`config.mk`:
```
export PLATFORM = sky130hd
export DESIGN_NAME = pattern_seq_detector_flat
export DESIGN_NICKNAME = d
export VERILOG_FILES = /design/src/rtl/pattern_det_pkg.sv /design/src/rtl/pattern_seq_detector_if.sv /design/src/rtl/pattern_det_match.sv /design/src/rtl/pattern_seq_detector.sv /design/src/flat_wrapper.sv
export SDC_FILE = /design/constraint.sdc
export NUM_CORES = 1
export LEC_CHECK = 0
export BUFFER_PORTS_ARGS = -buffer_cell sky130_fd_sc_hd__buf_4
export CORE_ASPECT_RATIO = 0.5
export CORE_MARGIN = 5
export CORE_UTILIZATION = 40
export DETAILED_ROUTE_END_ITERATION = 10
export PLACE_DENSITY = 0.69
export REMOVE_ABC_BUFFERS = 1
export SLEW_MARGIN = 20
export SYNTH_ARGS = -nofsm -noshare
export SYNTH_HDL_FRONTEND = slang
export SYNTH_HIERARCHICAL = 1
export SYNTH_SLANG_ARGS = --single-unit
```
`constraint.sdc`:
```
create_clock -name clk -period 4.54 [get_ports clk]
set_clock_uncertainty 0.2 [all_clocks]
set_input_delay 0.227 -clock clk [delete_from_list [all_inputs] [get_ports clk]]
set_output_delay 0.227 -clock clk [all_outputs]
set_load 0.02 [all_outputs]
```
`src/rtl/pattern_det_pkg.sv`:
```
// Shared types and helpers for the serial pattern detector.
// Config vectors are sized at PAT_MAX; a detector uses only the low PAT_W bits.
package pattern_det_pkg;

    localparam int PAT_MAX   = 32;
    localparam int LEN_MAX_W = $clog2(PAT_MAX + 1);

    typedef struct packed {
        logic [PAT_MAX-1:0]   pattern;
        logic [PAT_MAX-1:0]   mask;
        logic [LEN_MAX_W-1:0] len;
    } cfg_t;

    localparam cfg_t CFG_DEFAULT = '{pattern: '0, mask: '0, len: '0};

    function automatic logic [PAT_MAX-1:0] len_mask(input logic [LEN_MAX_W-1:0] len);
        logic [PAT_MAX-1:0] m;
        for (int i = 0; i < PAT_MAX; i++) m[i] = (i < int'(len));
        return m;
    endfunction

endpackage

```
`src/rtl/pattern_seq_detector_if.sv`:
```
// Config, serial stream and result signals of the pattern detector.
interface pattern_seq_detector_if #(
    parameter int PAT_W = 8,
    parameter int CNT_W = 16
);
    localparam int LEN_W = $clog2(PAT_W + 1);

    logic             cfg_load;
    logic [PAT_W-1:0] cfg_pattern;
    logic [PAT_W-1:0] cfg_mask;
    logic [LEN_W-1:0] cfg_len;
    logic             overlap_en;
    logic             clear;
    logic             in_valid;
    logic             in;
    logic             detected;
    logic [CNT_W-1:0] match_count;
    logic             count_sat;

    modport master (
        output cfg_load, cfg_pattern, cfg_mask, cfg_len, overlap_en, clear, in_valid, in,
        input  detected, match_count, count_sat
    );

    modport slave (
        input  cfg_load, cfg_pattern, cfg_mask, cfg_len, overlap_en, clear, in_valid, in,
        output detected, match_count, count_sat
    );
endinterface

```
`src/rtl/pattern_det_match.sv`:
```
// Combinational compare of the candidate history against the latched pattern.
module pattern_det_match
    import pattern_det_pkg::*;
#(
    parameter int PAT_W  = 8,
    parameter int FILL_W = $clog2(PAT_W + 1)
) (
    input  logic [PAT_W-1:0]  next_hist,
    input  cfg_t              cfg,
    input  logic [FILL_W-1:0] fill,
    output logic              hit
);
    logic [PAT_MAX-1:0] hist_ext;
    logic [PAT_MAX-1:0] diff;

    always_comb begin
        hist_ext              = '0;
        hist_ext[PAT_W-1:0]   = next_hist;
        diff                  = (hist_ext ^ cfg.pattern) & cfg.mask & len_mask(cfg.len);
        // fill counts bits held before this one, so the new bit makes fill+1
        hit = (int'(fill) + 1 >= int'(cfg.len)) && (diff == '0);
    end
endmodule

```
`src/rtl/pattern_seq_detector.sv`:
```
// Runtime-programmable serial pattern detector with masked compare,
// overlap control and a saturating match counter.
module pattern_seq_detector
    import pattern_det_pkg::*;
#(
    parameter int PAT_W = 8,
    parameter int CNT_W = 16
) (
    input logic                   clk,
    input logic                   reset_n,
    pattern_seq_detector_if.slave bus
);
    localparam int   LEN_W   = $clog2(PAT_W + 1);
    localparam cfg_t CFG_RST = '{pattern: CFG_DEFAULT.pattern, mask: CFG_DEFAULT.mask,
                                 len: LEN_MAX_W'(PAT_W)};

    cfg_t             cfg_q;
    cfg_t             cfg_in;
    logic [PAT_W-2:0] hist;
    logic [PAT_W-1:0] next_hist;
    logic [LEN_W-1:0] fill;
    logic [LEN_W-1:0] fill_inc;
    logic [CNT_W-1:0] count;
    logic [CNT_W-1:0] count_inc;
    logic             hit;
    logic             match;
    logic             sat;
    logic             detected_q;

    // Out-of-range lengths collapse to the full width at load time.
    always_comb begin
        cfg_in                    = CFG_DEFAULT;
        cfg_in.pattern[PAT_W-1:0] = bus.cfg_pattern;
        cfg_in.mask[PAT_W-1:0]    = bus.cfg_mask;
        cfg_in.len                = (bus.cfg_len == '0 || int'(bus.cfg_len) > PAT_W)
                                  ? LEN_MAX_W'(PAT_W) : LEN_MAX_W'(bus.cfg_len);
    end

    assign next_hist = {hist, bus.in};
    assign fill_inc  = (int'(fill) == PAT_W) ? fill : fill + LEN_W'(1);
    assign count_inc = count + CNT_W'(1);

    pattern_det_match #(.PAT_W(PAT_W), .FILL_W(LEN_W)) u_match (
        .next_hist (next_hist),
        .cfg       (cfg_q),
        .fill      (fill),
        .hit       (hit)
    );

    // clear and cfg_load both swallow a same-cycle data bit.
    assign match = bus.in_valid && hit && !bus.clear && !bus.cfg_load;

    always_ff @(posedge clk or negedge reset_n) begin
        if (!reset_n)          cfg_q <= CFG_RST;
        else if (bus.cfg_load) cfg_q <= cfg_in;
    end

    always_ff @(posedge clk or negedge reset_n) begin
        if (!reset_n) begin
            hist <= '0;
            fill <= '0;
        end else if (bus.clear || bus.cfg_load) begin
            hist <= '0;
            fill <= '0;
        end else if (bus.in_valid) begin
            if (match && !bus.overlap_en) begin
                hist <= '0;
                fill <= '0;
            end else begin
                hist <= next_hist[PAT_W-2:0];
                fill <= fill_inc;
            end
        end
    end

    always_ff @(posedge clk or negedge reset_n) begin
        if (!reset_n) begin
            count <= '0;
            sat   <= 1'b0;
        end else if (bus.clear) begin
            count <= '0;
            sat   <= 1'b0;
        end else if (match && !(&count)) begin
            count <= count_inc;
            if (&count_inc) sat <= 1'b1;
        end
    end

    always_ff @(posedge clk or negedge reset_n) begin
        if (!reset_n) detected_q <= 1'b0;
        else          detected_q <= match;
    end

    assign bus.detected    = detected_q;
    assign bus.match_count = count;
    assign bus.count_sat   = sat;
endmodule

```
`src/flat_wrapper.sv`:
```
// flat-port wrapper written by rule: the top's interface ports become plain ports
module pattern_seq_detector_flat import pattern_det_pkg::*;
#(
    parameter int PAT_W = 8,
    parameter int CNT_W = 16
)
  (clk, reset_n, bus_cfg_load, bus_cfg_pattern, bus_cfg_mask, bus_cfg_len, bus_overlap_en, bus_clear, bus_in_valid, bus_in, bus_detected, bus_match_count, bus_count_sat);
  pattern_seq_detector_if #(.PAT_W(PAT_W), .CNT_W(CNT_W)) bus_i ();
  input logic clk;
  input logic reset_n;
  input wire logic [$bits(bus_i.cfg_load)-1:0] bus_cfg_load;
  input wire logic [$bits(bus_i.cfg_pattern)-1:0] bus_cfg_pattern;
  input wire logic [$bits(bus_i.cfg_mask)-1:0] bus_cfg_mask;
  input wire logic [$bits(bus_i.cfg_len)-1:0] bus_cfg_len;
  input wire logic [$bits(bus_i.overlap_en)-1:0] bus_overlap_en;
  input wire logic [$bits(bus_i.clear)-1:0] bus_clear;
  input wire logic [$bits(bus_i.in_valid)-1:0] bus_in_valid;
  input wire logic [$bits(bus_i.in)-1:0] bus_in;
  output wire logic [$bits(bus_i.detected)-1:0] bus_detected;
  output wire logic [$bits(bus_i.match_count)-1:0] bus_match_count;
  output wire logic [$bits(bus_i.count_sat)-1:0] bus_count_sat;
  assign bus_i.cfg_load = bus_cfg_load;
  assign bus_i.cfg_pattern = bus_cfg_pattern;
  assign bus_i.cfg_mask = bus_cfg_mask;
  assign bus_i.cfg_len = bus_cfg_len;
  assign bus_i.overlap_en = bus_overlap_en;
  assign bus_i.clear = bus_clear;
  assign bus_i.in_valid = bus_in_valid;
  assign bus_i.in = bus_in;
  assign bus_detected = bus_i.detected;
  assign bus_match_count = bus_i.match_count;
  assign bus_count_sat = bus_i.count_sat;
  pattern_seq_detector #(.PAT_W(PAT_W), .CNT_W(CNT_W)) u_core (.clk(clk), .reset_n(reset_n), .bus(bus_i));
endmodule
```
==> summary.txt, run 1 <==
Outcome: complete, no violations
Detail Route Antenna Nets: 0
Synth top area share: 0.375
Area Overhead vs Synth: 32.4%
Overall Power: 1070 uW
RSZ-0062 raised after global routing: no
First-pass GRT wire length: 13.4 mm
Grt ovf: 0
Clk pwr share: 0.410
Number of flops mapped to enable cells by yosys: 0
Tot GR Track Use: 0.169
Critical path arrival: 3.82 ns
Leak: 0.00188 uW
Vias: 2897
CTS buffer count: 5
Initial antenna violation count: 0
Critical Path End Type: flop
Crit Path Category: flop to flop
Vias in the first global route: 2784
Slew at the pin closest to its max-slew limit: 0.943 ns
Final slew viol count: 0
Max-Cap Viols: 0
Post-CTS sizing: 0
Routing usage on met1: 0.224
Cells after Synth: 342
RePlAce Congestion: 0.847
Final TNS setup: 0 ns
Longest Clk Path Bufs: 2
Net Sw Frac: 0.245
Share of synthesized registers carrying an async set or reset: 1.00
Comb pwr share: 0.140
Yosys cell types: 63
Synth Register Bits: 49
Met2 global-route usage: 0.281
Die area: 10000 sq um
Initial DRC count: 191
Area contributors post-synth: dfrtp_1 (37%), mux2_2 (5.6%), ha_1 (3.9%)
Crit-path cells: or4_4, o211a_1, a2111oi_4, o2111ai_1, nor4_2, nand2_1, nor3_1, o31ai_4, and2b_1, o21ai_0, o41ai_1
TritonRoute pass-1 iters: 4
Placeable core area: 7910 sq um
Critical path buffers and inverters: 0
Max-slew headroom: 0.372
I/O pin count: 45
DP Wirelength: 5.35 mm
Cell Pwr Density: 251 nW/um^2
Num Clock Sinks: 49
DRC Markers: 0
Pin count of the biggest net entering global routing: 50
Final nets: 507
Post-synth top area cell: dfrtp_1
Most used routing layer: met2
Max FO, Critical Path: 24
Vias per cell: 4.97
Post-synthesis sequential area ratio: 0.383
Psw: 261 uW
Most used DFF post-synth: dfrtp_1
Reg power frac: 0.450
Share of cells above drive strength 1: 0.176
# setup viols final: 0
Slowest library cell on the worst path: or4_4
Row cnt: 23
Peak VDD IR: 0.168 mV
Chip height: 73.3 um
CTS tree: done
Syn_area_per_cell: 9.37 sq um
Die X: 137 um
Clock-pin slew on the worst setup and hold paths: 0.07 ns
Worst-Skew Late Latency: 0.29 ns
Antenna fix cells: 0
Hold Vio Cnt, Final: 0
HP Class: primary input to flop
CTS Root Cell: clkbuf_16
Minimum clock period: 3.87 ns
Starting Density: 0.405
WP data required: 4.49 ns
Top delay family on crit path: simple AND/OR/NAND/NOR gates
Final clock period utilization by the worst path: 0.853
Met3 GRT Util: 0.0369
Mapped Area: 3200 sq um
Fmax: 258 MHz
Slowest stage delay, CP: 0.56 ns
Worst setup SP type: flop
Drt total wl: 7.77 mm
Pint: 806 uW
DR WL/cell: 13.3 um
Port bufs: 44
H-tree depth: 2
Ys Warns: 6
Post-CTS Repair Setup Buffers: 0
[cells by family after synthesis]
group,synth area share
AO/OA/AOI/OAI,0.245
AND/OR/NAND/NOR,0.173
flip-flops,0.383
buffers and inverters,0.0531
XOR/XNOR,0.0465
multiplexers,0.0594
adder cells (fa/ha/maj),0.0390
other,0.00117
[Yosys cell counts (all sizes together) (3+ instances only)]
master / count
dfrtp: 48
nand2: 23
o21ai: 21
nor2: 20
a21oi: 19
inv: 16
mux2: 16
nand3: 14
xor2: 12
clkbuf: 10
ha: 10
nand4: 10
a22o: 9
a22oi: 9
buf: 9
a31oi: 8
nor3: 7
o22ai: 7
o31ai: 7
and3: 5
nor2b: 5
o41ai: 5
xnor2: 5
a2111oi: 3
a41oi: 3
o2111ai: 3
[through the flow]
stage | area [sq um] | utilization | instances | setup WS, ns | hold slack (ns)
detailed placement | 3850 | 0.486 | 553 | 0.683 | 0.0957
CTS | 4240 | 0.536 | 583 | 0.668 | 0.0114
global route | 4240 | 0.536 | 583 | 0.272 | 0.0365
floorplan | 3380 | - | 397 | 1.12 | -0.269
global placement | 3850 | 0.486 | 553 | 0.766 | 0.0973
finish | 4240 | 0.536 | 583 | 0.668 | 0.0231
[registers in the layout, indices dropped and copies added (netlist names)]
| register | cells |
|---|---|
| u_core/bus.count_sat | 1 |
| u_core/bus.detected | 1 |
| u_core/bus.match_count | 16 |
| u_core/cfg_q | 20 |
| u_core/fill | 4 |
| u_core/hist | 7 |
[timing repair]
item,in CTS,in global routing
endpoints found under the hold margin,71,0
hold buffers,22,0
endpoints found under the setup margin,0,0
[power groups by stage]
stage | combinational [uW] | clock, uW | sequential, uW
floorplan | 84.7 | 0 | 480
global placement | 126 | 0 | 488
detailed placement | 128 | 0 | 488
CTS | 144 | 443 | 480
global route | 170 | 463 | 483
finish | 150 | 437 | 480
[routing by layer]
metal | part of all wire | up-vias
li1 | - | 1472
met1 | 0.48 | 1378
met2 | 0.48 | 40
met3 | 0.030 | 7
met4 | 0.011 | 0
met5 | 0 | -
[worst reg2reg max path, cell delays in order (launching register included)]
cell and delay (ns):
dfrtp_1 0.50, or4_4 0.56, o211a_1 0.25, a2111oi_4 0.27, o2111ai_1 0.17, nor4_2 0.30, nand2_1 0.13, nor3_1 0.32
o31ai_4 0.31, and2b_1 0.40, o21ai_0 0.23, o41ai_1 0.10
[cell type report]
class                   instances  area [sq um]
clock buffers                   7           143
clock inverters                 1          30.0
fillers                       731          3670
inverters                      17          63.8
multi-input cells             331          2090
flip-flops and latches         49          1230
well taps                     112           140
repair buffers                 66           551
[layout by cell type (no fill, tap or decap), types with 4 or more instances in the layout]
cell,count
dfrtp_1,48
a22o_1,9
o41ai_1,5
a31oi_1,8
xnor2_1,5
nor3_1,6
and3_1,4
clkbuf_16,5
conb_1,75
nor2b_1,5
inv_1,16
xor2_1,12
nand4_1,10
dlygate4sd3_1,22
o22ai_1,6
ha_1,10
a21oi_1,18
nand3_1,13
nor2_1,20
o21ai_0,21
a22oi_1,9
mux2_2,16
buf_4,44
o31ai_1,6
nand2_1,23
[final timing paths]
check | from | end | slack, ns | depth (start not counted)
worst min register to register | u_core/cfg_q[11]$_DFFE_PN0P_ | u_core/cfg_q[11]$_DFFE_PN0P_ | 0.32 | 1
max in group asynchronous | reset_n | u_core/cfg_q[2]$_DFFE_PN0P_ | 3.41 | 2
min in group asynchronous | reset_n | u_core/cfg_q[45]$_DFFE_PN0P_ | 0.29 | 2
worst max-delay path | u_core/cfg_q[2]$_DFFE_PN0P_ | u_core/bus.match_count[10]$_DFFE_PN0P_ | 0.67 | 11
worst max register to register | u_core/cfg_q[2]$_DFFE_PN0P_ | u_core/bus.match_count[10]$_DFFE_PN0P_ | 0.67 | 11
worst min-delay path | bus_cfg_len[2] | u_core/cfg_q[3]$_DFFE_PN1P_ | 0.02 | 4
(Power assumes the default switching activity.)
==> run 2, diff against run 1 <==
Clock period 4.54 ns to 3.6 ns, I/O delays scaled along.
==> summary.txt, run 2 (synthesis results as in run 1) <==
WP data required: 3.55 ns (-0.94 ns)
Minimum clock period: 3.38 ns (-0.491 ns)
Longest Clk Path Bufs: 2 (unchanged)
TritonRoute pass-1 iters: 4 (unchanged)
Num Clock Sinks: 49 (unchanged)
Starting Density: 0.405 (unchanged)
Worst-Skew Late Latency: 0.29 ns (about the same)
Clock-pin slew on the worst setup and hold paths: 0.07 ns (about the same)
Area Overhead vs Synth: 34.5%
RSZ-0062 raised after global routing: no
Commonest non-fill, non-tap cell in the layout: conb_1
Final clock period utilization by the worst path: 0.939 (+0.0862)
Max-slew headroom: 0.564 (+0.192)
Top delay family on crit path: simple AND/OR/NAND/NOR gates
Outcome: complete, no violations
CTS Root Cell: clkbuf_16
Critical path buffers and inverters: 0 (unchanged)
Share of cells above drive strength 1: 0.192 (+0.0154)
Crit-path cells: or4_4, o211a_1, a2111oi_4, o2111ai_1, nor4_2, nand2_1, nor3_2, o31ai_4, and2b_1, o21ai_0, o41ai_1
RePlAce Congestion: 0.829 (-2.1%)
First-pass GRT wire length: 13.5 mm (about the same)
Reg with most FFs: u_core/cfg_q
Initial DRC count: 151 (-21%)
Reg power frac: 0.445 (-0.005)
Hold Vio Cnt, Final: 0 (unchanged)
Critical Path End Type: flop
Port bufs: 44 (unchanged)
Max FO, Critical Path: 12 (-50%)
Vias: 2977 (+2.8%)
Slew at the pin closest to its max-slew limit: 0.637 ns (-0.305 ns)
DP Wirelength: 5.53 mm (+3.3%)
DR WL/cell: 13.2 um (-1.0%)
Max-Cap Viols: 0 (unchanged)
Peak VDD IR: 0.201 mV (+20%)
Die X: 137 um (unchanged)
I/O pin count: 45 (unchanged)
CTS tree: done
Pint: 1010 uW (+25%)
Grt ovf: 0 (unchanged)
Antenna fix cells: 0 (unchanged)
Die area: 10000 sq um (unchanged)
Core Util, Final: 0.545 (+0.00838)
Final TNS setup: 0 ns (unchanged)
Commonest non-fill, non-tap cells in the layout: conb_1 (75), buf_4 (52), dfrtp_1 (48)
Psw: 329 uW (+26%)
Clk pwr share: 0.399 (-0.011)
CTS buffer count: 5 (unchanged)
Slowest stage delay, CP: 0.51 ns (-0.05 ns)
HP Class: primary input to flop
Row cnt: 23 (unchanged)
Tot GR Track Use: 0.168 (-0.000770)
Crit Path Category: flop to flop
Critical path arrival: 3.33 ns (-0.49 ns)
Final slew viol count: 0 (unchanged)
Worst setup SP type: flop
R2R setup slack: 0.22 ns (-0.45 ns)
Net Sw Frac: 0.247 (+0.00199)
DRC Markers: 0 (unchanged)
Placeable core area: 7910 sq um (unchanged)
Comb pwr share: 0.156 (+0.016)
Min-delay src: bus_cfg_len[2]
Max reg flops: 20 (unchanged)
Chip height: 73.3 um (unchanged)
Fmax: 296 MHz (+15%)
Drt total wl: 7.81 mm (+0.53%)
Worst R2R Start: u_core/cfg_q[2]$_DFFE_PN0P_
Cell Pwr Density: 309 nW/um^2 (+23%)
Worst setup path startpoint: u_core/cfg_q[2]$_DFFE_PN0P_
# setup viols final: 0 (unchanged)
H-tree depth: 2 (unchanged)
Vias per cell: 5.03 (+1.2%)
Slowest library cell on the worst path: or4_4
Initial antenna violation count: 0 (unchanged)
Pin count of the biggest net entering global routing: 50 (unchanged)
Detail Route Antenna Nets: 0 (unchanged)
Leak: 0.00192 uW (+2.4%)
Final nets: 516 (+1.8%)
Vias in the first global route: 2846 (+2.2%)
==> run 2: cell types whose count changed in the layout (fill, tap and decap cells not counted), sizes merged <==
cell         before  now
buf              44   52
clkbuf            7    5
clkinv            1    2
dlygate4sd3      22   23
inv              16   17
==> run 2: final timing paths <==
path                                                          end  cells after the start
hold / removal                        u_core/cfg_q[3]$_DFFE_PN1P_                      4
hold reg to reg                      u_core/cfg_q[11]$_DFFE_PN0P_                      1
max in group asynchronous  u_core/bus.match_count[10]$_DFFE_PN0P_                      2
min in group asynchronous             u_core/cfg_q[6]$_DFFE_PN0P_                      2
setup / recovery           u_core/bus.match_count[11]$_DFFE_PN0P_                     11
setup reg to reg           u_core/bus.match_count[11]$_DFFE_PN0P_                     11
==> run 2: power groups by stage <==
stage               Combinational, uW  Sequential, uW  Clock (uW)
floorplan                         107             605           0
global placement                  180             604           0
detailed placement                183             604           0
CTS                               204             594         553
global route                      236             597         569
finish                            208             593         533
==> run 2: layout make-up <==
class,instances,area [sq um]
fillers,742,3600
multi-input cells,331,2090
flip-flops and latches,49,1230
repair buffers,75,621
well taps,112,140
clock buffers,5,125
inverters,17,63.8
clock inverters,3,43.8
==> run 2: per-layer routing <==
| layer | up-vias | wire (um) | GRT usage |
|---|---|---|---|
| li1 | 1486 | - | - |
| met1 | 1421 | 3570 | 0.221 |
| met2 | 58 | 3790 | 0.281 |
| met3 | 12 | 321 | 0.0369 |
| met4 | 0 | 128 | 0.0492 |
| met5 | - | 0 | 0 |
==> run 2: worst reg2reg max path: stages (launching register included) <==
cell	delay, ns
dfrtp_1	0.38
or4_4	0.51
o211a_1	0.26
a2111oi_4	0.28
o2111ai_1	0.17
nor4_2	0.32
nand2_1	0.15
nor3_2	0.23
o31ai_4	0.11
and2b_1	0.32
o21ai_0	0.23
o41ai_1	0.10
==> run 2: stage by stage <==
| stage | hold WS (ns) | cells | cell area (sq um) | total power, uW | setup slack, ns |
|---|---|---|---|---|---|
| final | 0.0164 | 592 | 4310 | 1330 | 0.220 |
| after floorplan | -0.316 | 397 | 3380 | 712 | 0.184 |
| after global routing | 0.0409 | 592 | 4310 | 1400 | 0.0375 |
| after global placement | 0.0407 | 561 | 3910 | 784 | 0.258 |
| after detailed placement | 0.0417 | 561 | 3910 | 787 | 0.0996 |
| after CTS | 0.0122 | 592 | 4310 | 1350 | 0.101 |
==> run 2: timing repair <==
action | in CTS | in global routing
setup endpoints to repair | 0 | 7
hold buffers | 23 | 0
hold endpoints to repair | 73 | 0
setup buffers | 0 | 0
gates resized for setup | 0 | 1
